--- src/rtl/inv_shift_rows_stage_if.sv ---
// Valid/ready stream carrying one 128-bit AES state per handshake.
// The master drives valid/data and the slave answers with ready.
interface inv_shift_rows_stage_if;
    logic         valid;
    logic         ready;
    logic [127:0] data;

    modport master (
        output valid,
        output data,
        input  ready
    );

    modport slave (
        input  valid,
        input  data,
        output ready
    );
endinterface

--- src/rtl/inv_shift_rows_stage.sv ---
// Registered AES (Inv)ShiftRows stage with a two-entry skid buffer.
// The main register M drives the output and the skid register S catches
// the one extra state that can arrive while the output is stalled. Because
// of S, in_ready can come from a flop and throughput still reaches one
// state per cycle.
// The byte permutation is applied as a state is captured, so both M and S
// always hold already-transformed states.
module inv_shift_rows_stage #(
    parameter bit INVERSE = 1'b1,
    parameter int CNT_W   = 32
) (
    input  logic                          clk,
    input  logic                          rst,
    inv_shift_rows_stage_if.slave         in_if,
    inv_shift_rows_stage_if.master        out_if,
    output logic [CNT_W-1:0]              blk_cnt
);

    typedef enum logic [1:0] {
        EMPTY = 2'd0,
        ONE   = 2'd1,
        TWO   = 2'd2
    } state_t;

    state_t             state_q, state_d;
    logic [127:0]       m_q, m_d;
    logic [127:0]       s_q, s_d;
    logic               in_ready_q, in_ready_d;
    logic [CNT_W-1:0]   blk_cnt_q, blk_cnt_d;
    logic               out_valid;
    logic               accept;
    logic               consume;
    logic [127:0]       xformed;

    // Row r of the state is rotated by r byte positions. Byte k sits at
    // [127-8k -: 8] and s(r,c) is byte 4c+r. The inverse direction takes
    // from column c-r, the forward direction from column c+r.
    function automatic logic [127:0] shift_state(input logic [127:0] st);
        logic [127:0] res;
        int           src_c;
        res = '0;
        for (int c = 0; c < 4; c++) begin
            for (int r = 0; r < 4; r++) begin
                if (INVERSE) begin
                    src_c = (c - r + 4) % 4;
                end else begin
                    src_c = (c + r) % 4;
                end
                res[127-8*(4*c+r) -: 8] = st[127-8*(4*src_c+r) -: 8];
            end
        end
        return res;
    endfunction

    assign accept  = in_if.valid & in_ready_q;
    assign consume = out_valid & out_if.ready;
    assign xformed = shift_state(in_if.data);

    assign in_if.ready  = in_ready_q;
    assign out_if.valid = out_valid;
    assign out_if.data  = m_q;
    assign blk_cnt      = blk_cnt_q;

    // Occupancy register; reset empties the buffer and drops both entries.
    always_ff @(posedge clk) begin
        if (rst) begin
            state_q <= EMPTY;
        end else begin
            state_q <= state_d;
        end
    end

    // Occupancy follows accepts (fill) and consumes (drain).
    always_comb begin
        state_d = state_q;
        case (state_q)
            EMPTY: begin
                if (accept) begin
                    state_d = ONE;
                end
            end
            ONE: begin
                if (accept && !consume) begin
                    state_d = TWO;
                end else if (consume && !accept) begin
                    state_d = EMPTY;
                end
            end
            TWO: begin
                if (consume) begin
                    state_d = ONE;
                end
            end
            default: begin
                state_d = EMPTY;
            end
        endcase
    end

    // Output valid comes from occupancy. in_ready is precomputed from the
    // next occupancy so that it can be registered.
    always_comb begin
        out_valid  = (state_q != EMPTY);
        in_ready_d = (state_d != TWO);
    end

    // Choose what M, S and the block counter hold next. M keeps its value
    // when it empties, so out_data never shows an undefined value.
    always_comb begin
        m_d       = m_q;
        s_d       = s_q;
        blk_cnt_d = blk_cnt_q + {{(CNT_W-1){1'b0}}, consume};
        case (state_q)
            EMPTY: begin
                if (accept) begin
                    m_d = xformed;
                end
            end
            ONE: begin
                if (accept && consume) begin
                    m_d = xformed;
                end else if (accept) begin
                    s_d = xformed;
                end
            end
            TWO: begin
                if (consume) begin
                    m_d = s_q;
                end
            end
            default: begin
                m_d = m_q;
            end
        endcase
    end

    // Data, ready and counter registers. in_ready stays low during reset.
    always_ff @(posedge clk) begin
        if (rst) begin
            m_q        <= '0;
            s_q        <= '0;
            in_ready_q <= 1'b0;
            blk_cnt_q  <= '0;
        end else begin
            m_q        <= m_d;
            s_q        <= s_d;
            in_ready_q <= in_ready_d;
            blk_cnt_q  <= blk_cnt_d;
        end
    end

endmodule

--- src/flat_wrapper.sv ---
// flat-port wrapper written by rule: the top's interface ports become plain ports
module inv_shift_rows_stage_flat 
#(
    parameter bit INVERSE = 1'b1,
    parameter int CNT_W   = 32
)
  (clk, rst, blk_cnt, in_if_valid, in_if_data, in_if_ready, out_if_valid, out_if_data, out_if_ready);
  inv_shift_rows_stage_if in_if_i ();
  inv_shift_rows_stage_if out_if_i ();
  input  logic clk;
  input  logic rst;
  output logic [CNT_W-1:0] blk_cnt;
  input wire logic [$bits(in_if_i.valid)-1:0] in_if_valid;
  input wire logic [$bits(in_if_i.data)-1:0] in_if_data;
  output wire logic [$bits(in_if_i.ready)-1:0] in_if_ready;
  output wire logic [$bits(out_if_i.valid)-1:0] out_if_valid;
  output wire logic [$bits(out_if_i.data)-1:0] out_if_data;
  input wire logic [$bits(out_if_i.ready)-1:0] out_if_ready;
  assign in_if_i.valid = in_if_valid;
  assign in_if_i.data = in_if_data;
  assign in_if_ready = in_if_i.ready;
  assign out_if_valid = out_if_i.valid;
  assign out_if_data = out_if_i.data;
  assign out_if_i.ready = out_if_ready;
  inv_shift_rows_stage #(.INVERSE(INVERSE), .CNT_W(CNT_W)) u_core (.clk(clk), .rst(rst), .in_if(in_if_i), .out_if(out_if_i), .blk_cnt(blk_cnt));
endmodule
--- config.mk ---
export PLATFORM = sky130hd
export DESIGN_NAME = inv_shift_rows_stage_flat
export DESIGN_NICKNAME = d
export VERILOG_FILES = /design/src/rtl/inv_shift_rows_stage_if.sv /design/src/rtl/inv_shift_rows_stage.sv /design/src/flat_wrapper.sv
export SDC_FILE = /design/constraint.sdc
export NUM_CORES = 1
export LEC_CHECK = 0
export BUFFER_PORTS_ARGS = -buffer_cell sky130_fd_sc_hd__buf_4
export CAP_MARGIN = 20
export CORE_ASPECT_RATIO = 1.2
export CORE_MARGIN = 2
export CORE_UTILIZATION = 39
export CTS_CLUSTER_SIZE = 20
export DETAILED_ROUTE_END_ITERATION = 7
export PLACE_DENSITY = 0.69
export REMOVE_ABC_BUFFERS = 1
export SKIP_LAST_GASP = 1
export SLEW_MARGIN = 20
export SYNTH_ARGS = -nofsm -noshare
export SYNTH_HDL_FRONTEND = slang
export SYNTH_SLANG_ARGS = --single-unit
export TNS_END_PERCENT = 10
--- constraint.sdc ---
create_clock -name clk -period 5.45 [get_ports clk]
set_clock_uncertainty 0.2 [all_clocks]
set_input_delay 0.545 -clock clk [delete_from_list [all_inputs] [get_ports clk]]
set_output_delay 0.545 -clock clk [all_outputs]
set_load 0.02 [all_outputs]
* Word-level counts from Yosys, hierarchy flattened *
Cells that the tools add are included.

word-level totals
  register bits = 291
  bits in latches = 0
  RAM bits = 0
  ROM bits = 0
  output and inout bits = 162
  memories = 0

operators by class
  add/sub/neg operators = 1
  $mul = 0
  div/mod/pow operators = 0
  $lt $le $gt $ge = 0
  equality and inequality tests = 6
  shift operators = 0
  multiplexer cells = 9
  bitwise operators = 3
  reductions and logical operators = 10

operators by type and width
  kind                                                                   number
  128-bit 2-to-1 mux                                                     3
  128-bit one-hot mux with 3 select lines                                1
  32-bit by 1-bit adder with 32-bit output                               1
  2-bit 2-to-1 mux                                                       4
  2-bit by 1-bit != test with 1-bit output, second input constant        3
  2-bit one-hot mux with 3 select lines                                  1
  4-bit AND reduction                                                    1
  1-bit logical AND                                                      3
  3-bit AND reduction                                                    1
  3-bit nonzero test                                                     1
  1-bit AND                                                              2
  2-bit by 1-bit equality test with 1-bit output, second input constant  1
  2-bit equality test, second input constant                             1
  1-bit logical NOT                                                      2
  2-bit logical NOT                                                      1
  2-bit != test, second input constant                                   1
  2-bit nonzero test                                                     1
  1-bit inverter                                                         1

* Longest topological paths before layout *
Gate-level depths: netlist (run 1).

  depth in word-level cells = 7
  gate-level depth with buffers = 10
  mapped depth without buffers = 8

* Least setup slack after synthesis (run 1) *
Ideal clock, no wire load.

  path kind = register to register
  start point = register u_core.state_q[1]
  end point = register u_core.blk_cnt_q[30], in the netlist u_core.blk_cnt[30]
  library setup time = 70 ps
  arrival = 2312 ps
  required time = 5180 ps
  setup slack = 2867 ps
  cell stages (with the launch flop) = 11
  path buffers = 2
  path through = dfxtp_1 clkbuf_1 o21ai_0 inv_1 ha_1 ha_1 nand3_1 or4_4 buf_6 or4_1 a21oi_1

on the way
  longest elaborated chain between the ends = 3

RTL lines
  element                                   line                         text
  from (decl)                               inv_shift_rows_stage.sv:25   state_t state_q, state_d;
  from (signal assigned)                    inv_shift_rows_stage.sv:69   state_q <= state_d;
  2-bit nonzero test                        inv_shift_rows_stage.sv:103  out_valid = (state_q != EMPTY);
  1-bit AND                                 inv_shift_rows_stage.sv:56   assign consume = out_valid & out_if.ready;
  32-bit by 1-bit adder with 32-bit output  inv_shift_rows_stage.sv:112  blk_cnt_d = blk_cnt_q + {{(CNT_W-1){1'b0}}, consume};
  to (signal assigned)                      inv_shift_rows_stage.sv:148  blk_cnt_q <= blk_cnt_d;
  to (decl)                                 inv_shift_rows_stage.sv:29   logic [CNT_W-1:0] blk_cnt_q, blk_cnt_d;

Every way passes these cells.
A chain may end at the register's enable or synchronous reset.

* Worst setup path after layout (run 1) *
  start point = register u_core.state_q[1]
  end point = register u_core.blk_cnt_q[31], in the netlist u_core.blk_cnt[31]

Same word-level chain as after synthesis.

==> results of run 1 <==
[kinds of logic after synthesis]
| family | after synthesis | share of synthesized area (%) |
|---|---|---|
| DFF | 291 | 50.74 |
| buffers and inverters | 116 | 4.119 |
| AOI/OAI and AO/OA | 297 | 16.07 |
| xor gates and xnor gates | 11 | 0.8390 |
| and+or+nand+nor | 465 | 16.67 |
| adders and majority gates | 2 | 0.2179 |
| muxes | 130 | 11.34 |
[registers in the layout, indices dropped and copies added, names as in the netlist]
signal              flops
u_core.out_if.data    128
u_core.s_q            128
u_core.blk_cnt         32
u_core.state_q          2
u_core.in_if.ready      1
[final cells by class]
| class | instances | area (um2) | area share [%] |
|---|---|---|---|
| sequential | 291 | 5826 | 39.26 |
| multi-input combinational | 905 | 5215 | 35.15 |
| timing repair buffer | 301 | 2303 | 15.52 |
| clock buffer | 48 | 929.6 | 6.265 |
| tap | 385 | 481.7 | 3.246 |
| clock inverter | 6 | 57.56 | 0.3879 |
| inverter | 6 | 22.52 | 0.1518 |
| antenna | 1 | 2.502 | 0.01686 |
[how the worst max path moves through the flow]
stage | from | endpoint | slack (ns) | cells after the start
2_1_floorplan | in_if_valid | u_core.out_if.data[0] | -10.13 | 3
3_3_place_gp | out_if_ready | u_core.blk_cnt[28] | 2.51 | 9
3_5_place_dp | out_if_ready | u_core.blk_cnt[22] | 2.44 | 9
4_1_cts | u_core.state_q[1] | u_core.blk_cnt[22] | 2.43 | 8
5_1_grt | u_core.state_q[1] | u_core.blk_cnt[31] | 2.18 | 7
6_report | u_core.state_q[1] | u_core.blk_cnt[31] | 2.41 | 7
[synthesized netlist by cell type (all sizes together) (3+ instances only)]
library cell	n
dfxtp	291
nand2	265
a21oi	146
nor2	142
mux2i	129
a211oi	128
clkbuf	80
buf	30
or4	13
o31ai	12
nand3	10
or3	9
o21ai	8
nand4	7
xor2	7
inv	6
nor2b	5
and4	4
xnor2	4
nor3	3
[power breakdown]
| part | total, mW | leakage, nW | internal, mW | switching [mW] |
|---|---|---|---|---|
| Combinational | 0.593 | 3.65 | 0.260 | 0.334 |
| Sequential | 2.28 | 2.37 | 2.22 | 0.0571 |
| Clock | 2.03 | 0.486 | 1.20 | 0.826 |
| Total | 4.90 | 6.50 | 3.69 | 1.22 |
[worst register-to-register path, delay by kind of cell (launching register included)]
kind,cells,cell delay (ns)
fa+ha+maj,1,0.18
mux,1,0.35
simple gates,3,1.33
flops,1,0.59
buf+inv,1,0.10
compound gates,1,0.17
[metal layers]
metal	vias up	wire, um	track usage [%]
met1	4589	12180	22.32
li1	4996	-	-
met2	260	14310	31.55
met5	-	0	0
met4	0	899	6.480
met3	57	2290	4.815
[cells in the final DEF, fill, tap and decap left out, types with 7 or more instances in the layout]
master / n
nand2_1: 265
mux2i_1: 129
nand3_1: 10
xor2_1: 7
a21oi_1: 146
clkbuf_1: 8
nor2_1: 142
clkbuf_8: 10
o31ai_1: 11
a211oi_1: 128
clkbuf_16: 31
or4_1: 12
o21ai_0: 8
buf_4: 297
dfxtp_1: 291
or3_1: 8
[through the flow]
step	cells	cell area, um2	worst slack [ns]
after detailed placement	1888	13850	2.439
after CTS	1942	14840	2.434
after global placement	1888	13850	2.512
final	1943	14840	2.406
after floorplan	1202	11030	-10.13
after global routing	1942	14840	2.179
==> metrics.yaml, run 1 <==
setup_path:
  reg2reg_depth: 7
  criticalPathCategory: "register to register"
  crit_slowest_cell: "dfxtp_1"
  cp_top_family: "simple AND/OR/NAND/NOR gates"
  critPathCaptureType: "register"
  start_kind: "register"
  cp_max_fo: 16
  reg2reg_from: "u_core.state_q[1]"
  cp.buffers_inverters: 1
  r2r_slack_ns: 2.41
  cp_slowest_stage_delay_ns: 0.59
  cp_cell_sequence: "o21ai_0, inv_1, ha_1, and4_1, nand4b_1, nor4_1, mux2_1"
  cp.required_ns: 5.68
  rr_endpoint: "u_core.blk_cnt[31]"
  worst_ep_arrival_time_ns: 3.28
synth:
  ys_ff_latch: 291
  syn_area_per_cell_um2: 8.752
  synth_warnings: 0
  synthFlopType: "dfxtp_1"
  ys_types: 34
  syn_area_um2: 11480
  synthCells: 1312
  synth_top_cell_area_share_pct: 50.74
  synth.yosys.seq_area_share_pct: 50.74
  synthArstFlopShare_pct: 0
  synth_edf_count: 0
  synth_top_cells_by_area: "dfxtp_1 (51%), mux2i_1 (11%), nand2_1 (8.7%)"
  synth_area_leader_cell: "dfxtp_1"
timing:
  maxSlewViolCount: 0
  tns_ns: 0
  worst_slew_pin_slew_ns: 1.456
  finalCritPeriodShare_pct: 55.86
  hold_viol: 0
  slew_headroom_pct: 2.944
  fmaxAchievable_ghz: 0.3285
  min_period_ns: 3.044
  grt_setup_unrepaired: "false"
  hold_ws_ns: 0.04674
  finalSetupViolations: 0
floorplanning:
  die_h_um: 192.0
  initial_core_util_pct: 39.81
  die_width_um: 160.6
  dieArea_um2: 30840
  io_pins: 294
  coreArea_um2: 28840
  rows: 68
placement:
  gp_congestion: 0.7505
  dp_hpwl_mm: 18.80
  portBuffers: 293
layout:
  nNetsFinal: 1669
  syn_to_final_growth_pct: 29.23
  final_core_util_pct: 51.44
  layout-drive-gt1-share_pct: 22.74
  num-fill-cells: 2667
global_routing:
  grt_pass1_vias: 9324
  overflow: 0
  grt_pass1_wl_mm: 47.27
  grt_max_degree: 253
  grt_usage_pct: 18.39
  antenna_found_initial: 1
clock_network:
  ctsLongestPathBuffers: 3
  numCtsBuffers: 30
  cts.sinks: 291
  root_buffer: "clkbuf_16"
  cts_hold_buffers: 0
  cts.repair.resized: 0
  htreeDepth: 1
  clk_pin_slew_ns: 0.06
  cts_setup_buffers: 0
  clock_latency_ns: 0.55
  cts_tree: "done"
worst_hold_path:
  hp-class: "primary input to register"
  worst_hold_path.endpoint: "u_core.s_q[118]"
  worstHoldPathCells: 3
  hold_path.startpoint: "in_if_data[22]"
drt:
  vias: 9902
  drt_iter0_markers: 580
  first_pass_iters: 5
  routed_wl_mm: 29.67
  via_per_inst: 5.096
  wl_per_cell_um: 15.27
  drc: 0
  postRouteAntennaNets: 0
power:
  p_per_area_nw_per_um2: 330.4
  leakage_nw: 6.501
  ir_worst_vdd_mv: 0.2684
  power_mw: 4.903
job:
  maxCapViolations: 0
status:
  run_status: "finished, final reports clean"
Note: power is estimated with default switching activity, not from simulation.
==> inputs of run 2 (changes only) <==
PLACE_DENSITY = 0.71   (was 0.69)
clock period = 2.6 ns   (was 5.45 ns; I/O delays follow)
==> run 2 against run 1 <==
Effect of this change:
- die area stayed put
- worst hold slack better by 0.10 ns
- critical path depth is 1 higher
- sequential power is 110% higher
- total power is 110% higher
- routed wire length is 9.4% higher
- worst setup slack worse by 2.2 ns
- clock power is 100% higher
- core utilization is 5.4 points higher
- register-to-register slack worse by 2.2 ns
- non-clock buffer count is 156 higher
- critical endpoint is now u_core.s_q[93]
- highest routed layer unchanged
==> metrics.yaml, run 2 (synthesis gave the netlist of run 1 again) <==
layout:
  final_cell_mix: "buf_4 (309), dfxtp_1 (291), nand2_1 (265)"
  final_cell_area_um2: 16400
  syn_to_final_growth_pct: 42.85
  num-fill-cells: 2405
  layout-drive-gt1-share_pct: 21.64
  nNetsFinal: 1825
  final_common_cell: "buf_4"
  final_core_util_pct: 56.87
setup_path:
  cp.required_ns: 2.83
  crit_slowest_cell: "dlygate4sd3_1"
  cp_max_fo: 53
  cp_cell_sequence: "dlygate4sd3_1, buf_4, nand2b_1, or3_4, buf_12, nand2_1, a21oi_1, dlygate4sd3_1"
  cp_common_cell: "dlygate4sd3_1"
  rr_endpoint: "u_core.s_q[93]"
  crit_path_start: "out_if_ready"
  worst_ep_arrival_time_ns: 2.66
  crit_end: "u_core.s_q[93]"
  start_kind: "primary input"
  reg2reg_from: "u_core.in_if.ready"
  critPathCaptureType: "register"
  r2r_slack_ns: 0.17
  reg2reg_depth: 6
  criticalPathCategory: "primary input to register"
  cp_slowest_stage_delay_ns: 0.58
global_routing:
  antenna_found_initial: 1
  grt_max_degree: 79
  grt_usage_pct: 20.26
  overflow: 0
  grt_pass1_vias: 10490
  grt_pass1_wl_mm: 52.09
floorplanning:
  die_width_um: 160.6
  initial_core_util_pct: 39.81
  die_h_um: 192.0
  io_pins: 294
  rows: 68
  coreArea_um2: 28840
  dieArea_um2: 30840
drt:
  drt_iter0_markers: 603
  first_pass_iters: 5
  routed_wl_mm: 32.47
  vias: 10670
  via_per_inst: 5.091
  wl_per_cell_um: 15.49
  drc: 0
  postRouteAntennaNets: 0
clock_network:
  clock_latency_ns: 0.55
  numCtsBuffers: 30
  root_buffer: "clkbuf_16"
  cts.sinks: 291
  clk_pin_slew_ns: 0.06
  htreeDepth: 1
  cts_tree: "done"
  ctsLongestPathBuffers: 3
power:
  leakage_nw: 7.186
  ir_worst_vdd_mv: 0.4868
  power_mw: 10.32
  p_per_area_nw_per_um2: 629.4
timing:
  maxSlewViolCount: 0
  tns_ns: 0
  min_period_ns: 2.435
  fmaxAchievable_ghz: 0.4107
  finalSetupViolations: 0
  worst_slew_pin_slew_ns: 0.4913
  hold_viol: 0
  finalCritPeriodShare_pct: 93.64
  slew_headroom_pct: 67.25
  grt_setup_unrepaired: "false"
worst_hold_path:
  hp-class: "primary input to register"
  worstHoldPathCells: 5
status:
  run_status: "finished, final reports clean"
job:
  maxCapViolations: 0
placement:
  dp_hpwl_mm: 20.06
  gp_congestion: 0.7828
  place_area_um2: 14120
  portBuffers: 293
==> run 2: cell types whose count changed in the layout (fill, tap and decap cells not counted), sizes merged <==
cell / delta
dlygate4sd3: +135
buf: +21
clkbuf: -1
clkinv: -1
clkinvlp: -1
==> run 2: final cells by class <==
cell class	instances	area [um2]	area share, %
Clock inverter	4	45.04	0.2746
Tap cell	385	481.7	2.937
Inverter	6	22.52	0.1373
Antenna cell	1	2.502	0.01526
Timing Repair Buffer	457	3925	23.93
Sequential cell	291	5826	35.52
Multi-Input combinational cell	905	5224	31.85
Clock buffer	47	875.8	5.340
==> run 2: worst min-delay path by stage <==
stage                         startpoint                 end
final                        in_if_valid   u_core.state_q[0]
after floorplan                      rst  u_core.blk_cnt[14]
after global placement    u_core.s_q[25]      u_core.s_q[25]
after CTS                    in_if_valid   u_core.state_q[0]
after global routing         in_if_valid   u_core.state_q[0]
after detailed placement  u_core.s_q[15]      u_core.s_q[15]
==> run 2: worst max-delay path, delay by kind of cell <==
kind / cells / cell delay, ns
and+or+nand+nor: 3 / 0.76
buffers and inverters: 4 / 1.51
AOI/OAI and AO/OA: 1 / 0.07
==> run 2: stage by stage <==
step,std cells,hold slack [ns],setup slack (ns)
2_1_floorplan,1202,0.1291,-12.91
3_3_place_gp,1909,0.2403,0.2024
3_5_place_dp,1909,0.2458,0.1588
4_1_cts,2095,0.1146,0.1805
5_1_grt,2096,0.1913,0.007116
6_report,2096,0.1465,0.1653
==> run 2: where the power goes <==
group	total [mW]	switching (mW)	internal, mW
Combinational	1.46	0.764	0.692
Clock	4.10	1.72	2.38
Sequential	4.77	0.115	4.66
==> run 2: metal layers <==
layer	track usage [%]	vias up	wire length [um]
li1	-	5292	-
met4	8.524	0	1290
met1	22.84	4983	12910
met2	36.80	304	16270
met3	4.621	92	2007
met5	0	-	0
==> run 2: repair_timing <==
action | 4_1_cts | 5_1_grt
buffers inserted | 0 | 0
resized for setup | 0 | 2
endpoints found under the hold margin | 275 | 0
hold buffers | 135 | 0
setup endpoints to repair | 0 | 1
